$ cat config.mk
export PLATFORM = sky130hd
export DESIGN_NAME = hazard_controller_flat
export DESIGN_NICKNAME = d
export VERILOG_FILES = /design/src/rtl/hazard_controller_if.sv /design/src/rtl/hazard_controller.sv /design/src/flat_wrapper.sv
export SDC_FILE = /design/constraint.sdc
export NUM_CORES = 1
export LEC_CHECK = 0
export BUFFER_PORTS_ARGS = -buffer_cell sky130_fd_sc_hd__clkbuf_2
export CORE_ASPECT_RATIO = 0.8
export CORE_MARGIN = 2
export CORE_UTILIZATION = 30
export CTS_CLUSTER_DIAMETER = 200
export DETAILED_ROUTE_END_ITERATION = 12
export HOLD_SLACK_MARGIN = 0.02
export PLACE_DENSITY = 0.55
export SLEW_MARGIN = 30
export SYNTH_ARGS = -nofsm -noshare
export SYNTH_HDL_FRONTEND = slang
export SYNTH_SLANG_ARGS = --single-unit
$ cat constraint.sdc
create_clock -name clk -period 5.75 [get_ports clk]
set_input_delay 1.4375 -clock clk [delete_from_list [all_inputs] [get_ports clk]]
set_output_delay 1.4375 -clock clk [all_outputs]
set_load 0.005 [all_outputs]
$ cat src/rtl/hazard_controller_if.sv
// hazard_controller_if: hazard inputs and pipeline control outputs of the hazard sequencer
interface hazard_controller_if #(parameter int CNT_W = 16);
   logic             ID_EX_MemRead;
   logic [4:0]       ID_EX_RegisterRt;
   logic [4:0]       IF_ID_RegisterRs;
   logic [4:0]       IF_ID_RegisterRt;
   logic             ID_EX_MdStart;
   logic             Branch_Taken;
   logic             PCWrite;
   logic             IF_ID_Write;
   logic             ID_EX_Write;
   logic             ID_EX_Bubble;
   logic             EX_MEM_Bubble;
   logic             IF_ID_Flush;
   logic             MdBusy;
   logic             MdDone;
   logic [CNT_W-1:0] StallCycles;
   logic [CNT_W-1:0] FlushCount;
   modport master (
      output ID_EX_MemRead, ID_EX_RegisterRt, IF_ID_RegisterRs, IF_ID_RegisterRt, ID_EX_MdStart, Branch_Taken,
      input  PCWrite, IF_ID_Write, ID_EX_Write, ID_EX_Bubble, EX_MEM_Bubble, IF_ID_Flush, MdBusy, MdDone,
             StallCycles, FlushCount
   );
   modport slave (
      input  ID_EX_MemRead, ID_EX_RegisterRt, IF_ID_RegisterRs, IF_ID_RegisterRt, ID_EX_MdStart, Branch_Taken,
      output PCWrite, IF_ID_Write, ID_EX_Write, ID_EX_Bubble, EX_MEM_Bubble, IF_ID_Flush, MdBusy, MdDone,
             StallCycles, FlushCount
   );
endinterface

$ cat src/rtl/hazard_controller.sv
// hazard_controller: load-use / branch-flush / mult-div stall sequencer with saturating statistics
module hazard_controller #(
   parameter int MD_LATENCY = 4,
   parameter int CNT_W      = 16
) (
   input logic                clk,
   input logic                rst_n,
   hazard_controller_if.slave hif
);
   typedef enum logic {RUN, MD_WAIT} state_t;
   state_t           state_q, state_d;
   logic [7:0]       md_cnt_q, md_cnt_d;
   logic [CNT_W-1:0] stall_q, stall_d;
   logic [CNT_W-1:0] flush_q, flush_d;
   logic             pc_write, if_id_write, id_ex_write, id_ex_bubble, ex_mem_bubble, if_id_flush, md_busy, md_done;
   logic             load_use;
   assign load_use = hif.ID_EX_MemRead && hif.ID_EX_RegisterRt != 5'd0 &&
                     (hif.ID_EX_RegisterRt == hif.IF_ID_RegisterRs || hif.ID_EX_RegisterRt == hif.IF_ID_RegisterRt);
   // next state, same-cycle pipeline controls and saturating statistics
   always_comb begin
      state_d       = state_q;
      md_cnt_d      = md_cnt_q;
      flush_d       = flush_q;
      pc_write      = 1'b1;
      if_id_write   = 1'b1;
      id_ex_write   = 1'b1;
      id_ex_bubble  = 1'b0;
      ex_mem_bubble = 1'b0;
      if_id_flush   = 1'b0;
      md_busy       = 1'b0;
      md_done       = 1'b0;
      if (rst_n) begin
         if (state_q == MD_WAIT) begin
            if (md_cnt_q != 8'd0) begin
               {pc_write, if_id_write, id_ex_write} = 3'b000;
               ex_mem_bubble = 1'b1;
               md_busy       = 1'b1;
               md_cnt_d      = md_cnt_q - 8'd1;
            end else begin
               md_done = 1'b1;
               state_d = RUN;
            end
         end else if (hif.Branch_Taken) begin
            if_id_flush  = 1'b1;
            id_ex_bubble = 1'b1;
            flush_d      = (flush_q != '1) ? flush_q + 1'b1 : flush_q;
         end else if (hif.ID_EX_MdStart) begin
            {pc_write, if_id_write, id_ex_write} = 3'b000;
            ex_mem_bubble = 1'b1;
            md_busy       = 1'b1;
            md_cnt_d      = 8'(MD_LATENCY - 2);
            state_d       = MD_WAIT;
         end else if (load_use) begin
            {pc_write, if_id_write} = 2'b00;
            id_ex_bubble = 1'b1;
         end
      end
      stall_d = (!pc_write && stall_q != '1) ? stall_q + 1'b1 : stall_q;
   end
   // state, mult/div down-counter and statistics registers
   always_ff @(posedge clk) begin
      if (!rst_n) begin
         state_q  <= RUN;
         md_cnt_q <= 8'd0;
         stall_q  <= '0;
         flush_q  <= '0;
      end else begin
         state_q  <= state_d;
         md_cnt_q <= md_cnt_d;
         stall_q  <= stall_d;
         flush_q  <= flush_d;
      end
   end
   assign hif.PCWrite       = pc_write;
   assign hif.IF_ID_Write   = if_id_write;
   assign hif.ID_EX_Write   = id_ex_write;
   assign hif.ID_EX_Bubble  = id_ex_bubble;
   assign hif.EX_MEM_Bubble = ex_mem_bubble;
   assign hif.IF_ID_Flush   = if_id_flush;
   assign hif.MdBusy        = md_busy;
   assign hif.MdDone        = md_done;
   assign hif.StallCycles   = stall_q;
   assign hif.FlushCount    = flush_q;
endmodule

$ cat src/flat_wrapper.sv
// flat-port wrapper written by rule: the top's interface ports become plain ports
module hazard_controller_flat 
#(
   parameter int MD_LATENCY = 4,
   parameter int CNT_W      = 16
)
  (clk, rst_n, hif_ID_EX_MemRead, hif_ID_EX_RegisterRt, hif_IF_ID_RegisterRs, hif_IF_ID_RegisterRt, hif_ID_EX_MdStart, hif_Branch_Taken, hif_PCWrite, hif_IF_ID_Write, hif_ID_EX_Write, hif_ID_EX_Bubble, hif_EX_MEM_Bubble, hif_IF_ID_Flush, hif_MdBusy, hif_MdDone, hif_StallCycles, hif_FlushCount);
  hazard_controller_if #(.CNT_W(CNT_W)) hif_i ();
  input logic clk;
  input logic rst_n;
  input wire logic [$bits(hif_i.ID_EX_MemRead)-1:0] hif_ID_EX_MemRead;
  input wire logic [$bits(hif_i.ID_EX_RegisterRt)-1:0] hif_ID_EX_RegisterRt;
  input wire logic [$bits(hif_i.IF_ID_RegisterRs)-1:0] hif_IF_ID_RegisterRs;
  input wire logic [$bits(hif_i.IF_ID_RegisterRt)-1:0] hif_IF_ID_RegisterRt;
  input wire logic [$bits(hif_i.ID_EX_MdStart)-1:0] hif_ID_EX_MdStart;
  input wire logic [$bits(hif_i.Branch_Taken)-1:0] hif_Branch_Taken;
  output wire logic [$bits(hif_i.PCWrite)-1:0] hif_PCWrite;
  output wire logic [$bits(hif_i.IF_ID_Write)-1:0] hif_IF_ID_Write;
  output wire logic [$bits(hif_i.ID_EX_Write)-1:0] hif_ID_EX_Write;
  output wire logic [$bits(hif_i.ID_EX_Bubble)-1:0] hif_ID_EX_Bubble;
  output wire logic [$bits(hif_i.EX_MEM_Bubble)-1:0] hif_EX_MEM_Bubble;
  output wire logic [$bits(hif_i.IF_ID_Flush)-1:0] hif_IF_ID_Flush;
  output wire logic [$bits(hif_i.MdBusy)-1:0] hif_MdBusy;
  output wire logic [$bits(hif_i.MdDone)-1:0] hif_MdDone;
  output wire logic [$bits(hif_i.StallCycles)-1:0] hif_StallCycles;
  output wire logic [$bits(hif_i.FlushCount)-1:0] hif_FlushCount;
  assign hif_i.ID_EX_MemRead = hif_ID_EX_MemRead;
  assign hif_i.ID_EX_RegisterRt = hif_ID_EX_RegisterRt;
  assign hif_i.IF_ID_RegisterRs = hif_IF_ID_RegisterRs;
  assign hif_i.IF_ID_RegisterRt = hif_IF_ID_RegisterRt;
  assign hif_i.ID_EX_MdStart = hif_ID_EX_MdStart;
  assign hif_i.Branch_Taken = hif_Branch_Taken;
  assign hif_PCWrite = hif_i.PCWrite;
  assign hif_IF_ID_Write = hif_i.IF_ID_Write;
  assign hif_ID_EX_Write = hif_i.ID_EX_Write;
  assign hif_ID_EX_Bubble = hif_i.ID_EX_Bubble;
  assign hif_EX_MEM_Bubble = hif_i.EX_MEM_Bubble;
  assign hif_IF_ID_Flush = hif_i.IF_ID_Flush;
  assign hif_MdBusy = hif_i.MdBusy;
  assign hif_MdDone = hif_i.MdDone;
  assign hif_StallCycles = hif_i.StallCycles;
  assign hif_FlushCount = hif_i.FlushCount;
  hazard_controller #(.MD_LATENCY(MD_LATENCY), .CNT_W(CNT_W)) u_core (.clk(clk), .rst_n(rst_n), .hif(hif_i));
endmodule
==> impl_metrics.csv <==
group,metric,value,unit
pwr,ir_drop,140,µV
global_route,grt_overflow,0,
route,via_per_inst,4.92,
critical_path,worstPathCellList,"clkbuf_2 -> inv_2 -> a311oi_2 -> o21ai_0 -> inv_1 -> clkbuf_2",
final_layout,regArea,821,µm²
sta,tns,0,ns
pwr,internal-power,0.000425,W
synthesis,synth_ff_type,"dfxtp_1",
critical_path,worst_setup_path_end_kind,"primary output",
clock_tree,cts_buffers,5,
synthesis,synth_largest_area_cell,"dfxtp_1",
critical_path,r2r_start,"u_core.md_cnt_q[0]",
critical_path,crit_type,"input pin to primary output",
final_layout,layout.cells.non_filler,413,
outcome,status,"completed",
sta,final_hold_viol_count,0,
clock_tree,cts.path.max_buffers,2,
critical_path,cp.required,4.31,ns
clock_tree,clockRootBuffer,"clkbuf_8",
clock_tree,htreeDepth,2,
global_route,grt_pass1_wl,8440,µm
synthesis,synth_most_common_cell,"dfxtp_1",
floorplan,die_h,81.3,µm
synthesis,ys_warn_count,0,
critical_path,crit_buf_inv,4,
synthesis,synth_common_cells,"dfxtp_1, nor2_1, nand2_1, nand3_1, xnor2_1",
critical_path,max_stage_delay,0.43,ns
place,post-dp-hpwl,3930,µm
pwr,clkPwrFrac,0.311,
sta,max_clock_freq,0.227,GHz
critical_path,worstPathMaxFanout,27,
sta,slew_headroom,0.502,
pwr,sw_frac_of_total,0.292,
synthesis,async_reset_ff_frac,0,
synthesis,synth-edff-count,0,
synthesis,syn-cell-area,2240,µm²
critical_path,cpMostUsedCell,"clkbuf_2",
critical_path,critical_path.top_delay_family,"buffers and inverters",
critical_path,critical_path_depth,6,
flow_run,drv_cap,0,
route,routedWlPerCell,12.4,µm
critical_path,cpMaxStageDelayCell,"a311oi_2",
clock_tree,post-cts-setup-buffers,0,
sta,min_period,4.41,ns
final_layout,num-fill-cells,769,
floorplan,dieArea,8180,µm²
critical_path,crit_start,"rst_n",
synthesis,syn-num-nets,291,
sta,finalClockSkew,0.00853,ns
floorplan,num_io_pins,60,
route,drt_pass1_iterations,4,
clock_tree,clkTransAtPathRegs,0.08,ns
final_layout,num-nets-final,346,
synthesis,synth_top_area_share,0.366,
critical_path,worstPathArrival,2.97,ns
synthesis,synth.distinct_cells,50,
clock_tree,cts_hold_buf,0,
floorplan,core,7320,µm²
synthesis,syn_avg_cell_area,8.39,µm²
place,port_buffers,59,
floorplan,rows,28,
critical_path,worst_r2r_endpoint,"u_core.hif.StallCycles[10]",
sta,post-route-period-util,0.766,
clock_tree,ctsResizeCount,0,
synthesis,yosysSeqAreaShare,0.366,
critical_path,cp-start-kind,"input pin",
sta,tightest_slew,0.744,ns
route,vias,2030,
route,wl,5110,µm
route,drt_iter0_markers,71,
route,postRouteAntennaNets,0,
place,gp_congestion,0.741,
clock_tree,insertion_delay,0.29,ns
route,drc_errors,0,
sta,setup_viol_count_final,0,
global_route,grt_max_degree,28,
global_route,grt_pass1_vias,1807,
critical_path,cp-endpoint,"hif_EX_MEM_Bubble",
final_layout,drive_gt1_frac,0.235,
synthesis,syn-instance-count,267,
pwr,pwr-share-seq,0.516,
synthesis,synth_area_leaders,"dfxtp_1, xnor2_1, nor2_1, xor2_1, nand2_1",
clock_tree,clock_sinks,41,
critical_path,reg2reg_setup_slack,3.23,ns
pwr,p_sw,0.000175,W
critical_path,reg2reg_depth,7,
final_layout,area_delta_synth_final,18.8,%
final_layout,antennaDiodeCount,0,
place,dp_cells,405,
final_layout,multi_input_area,1310,µm²
pwr,power_density,225,nW/µm²
clock_tree,tritoncts,"yes",
pwr,p_leak,1.08,nW
synthesis,yosys_register_bits,41,
pwr,power_frac_comb,0.174,
worst_hold_path,hp-class,"flop to flop",
floorplan,initial_core_util,0.306,
sta,slew_viol_final,0,
global_route,track_usage,0.129,
floorplan,die_x,101,µm
global_route,antenna_found_initial,0,
sta,rsz0062_at_grt,"false",
==> how the worst min path moves through the flow <==
stage,startpoint,endpoint,slack [ns],depth (start not counted)
2_1_floorplan,u_core.md_cnt_q[7],u_core.md_cnt_q[7],0.46,2
3_3_place_gp,u_core.hif.StallCycles[15],u_core.hif.StallCycles[15],0.47,2
3_5_place_dp,u_core.hif.StallCycles[14],u_core.hif.StallCycles[14],0.48,2
4_1_cts,u_core.hif.StallCycles[14],u_core.hif.StallCycles[14],0.49,2
5_1_grt,u_core.hif.StallCycles[14],u_core.hif.StallCycles[14],0.51,2
6_report,u_core.hif.StallCycles[14],u_core.hif.StallCycles[14],0.49,2
==> through the flow <==
| step | setup slack, ns | util | total power, W | hold WS [ns] | instance area (µm²) |
|---|---|---|---|---|---|
| global placement | 1.37 | 0.351 | 0.000418 | 0.475 | 2570 |
| CTS | 1.32 | 0.364 | 0.000611 | 0.491 | 2660 |
| floorplan | 1.62 | - | 0.000394 | 0.459 | 2240 |
| detailed placement | 1.33 | 0.352 | 0.000420 | 0.479 | 2580 |
| finish | 1.34 | 0.364 | 0.000600 | 0.489 | 2660 |
| global route | 1.12 | 0.364 | 0.000634 | 0.511 | 2660 |
==> logic make-up after synthesis <==
group,count (synthesis),synth area share
AO/OA/AOI/OAI,37,0.114
buffers and inverters,22,0.0542
adder cells (fa/ha/maj),4,0.0223
AND/OR/NAND/NOR,126,0.293
multiplexers,9,0.0402
flip-flops,41,0.366
XOR/XNOR,28,0.109
==> per-layer routing <==
metal	vias up	share of wire	GRT usage	routed length [µm]
met2	56	0.42	0.198	2160
met5	-	0	0	0
met1	923	0.51	0.181	2630
met3	4	0.058	0.0344	296
li1	1047	-	-	-
met4	0	0.0053	0.0288	27
==> flip-flops by register name (all words and copies together), names as in the netlist <==
register and count:
u_core.state_q 1, u_core.hif.StallCycles 16, u_core.md_cnt_q 8, u_core.hif.FlushCount 16
==> cell usage in the layout, fill, tap and decap left out, types with 2 or more instances in the layout <==
cell type	instances
a31oi_1	2
o21ai_0	5
clkbuf_8	5
mux2i_1	9
a21oi_1	12
inv_2	2
and4_1	4
or3_1	3
nor4_1	3
clkinv_2	2
dfxtp_1	41
nand2b_1	7
nor3_1	8
o31ai_1	5
and2_1	2
or4_1	6
xnor2_1	16
nand2_1	26
nand3_1	17
and3_1	4
ha_1	4
inv_1	9
nand4_1	6
clkbuf_2	59
nor2_1	30
nor4b_1	3
xor2_1	12
==> power groups by stage <==
| stage | sequential (W) | clock (W) | combinational [W] |
|---|---|---|---|
| 3_5_place_dp | 0.000316 | 0 | 0.000105 |
| 2_1_floorplan | 0.000312 | 0 | 0.0000829 |
| 4_1_cts | 0.000309 | 0.000196 | 0.000105 |
| 6_report | 0.000309 | 0.000186 | 0.000104 |
| 5_1_grt | 0.000311 | 0.000204 | 0.000118 |
| 3_3_place_gp | 0.000315 | 0 | 0.000103 |
==> worst min-delay path, cell delays in order, from the launching register on <==
cell     delay, ns
dfxtp_1       0.33
nand2_1       0.06
mux2i_1       0.05
==> area by class of cell <==
cell class | count | share of cell area
clock buffer | 5 | 0.0258
clock inverter | 3 | 0.00658
inverter | 11 | 0.0155
multi-input combinational | 204 | 0.491
sequential | 41 | 0.308
tap | 90 | 0.0423
timing repair buffer | 59 | 0.111
No activity file was read; power rests on OpenSTA's default activity.
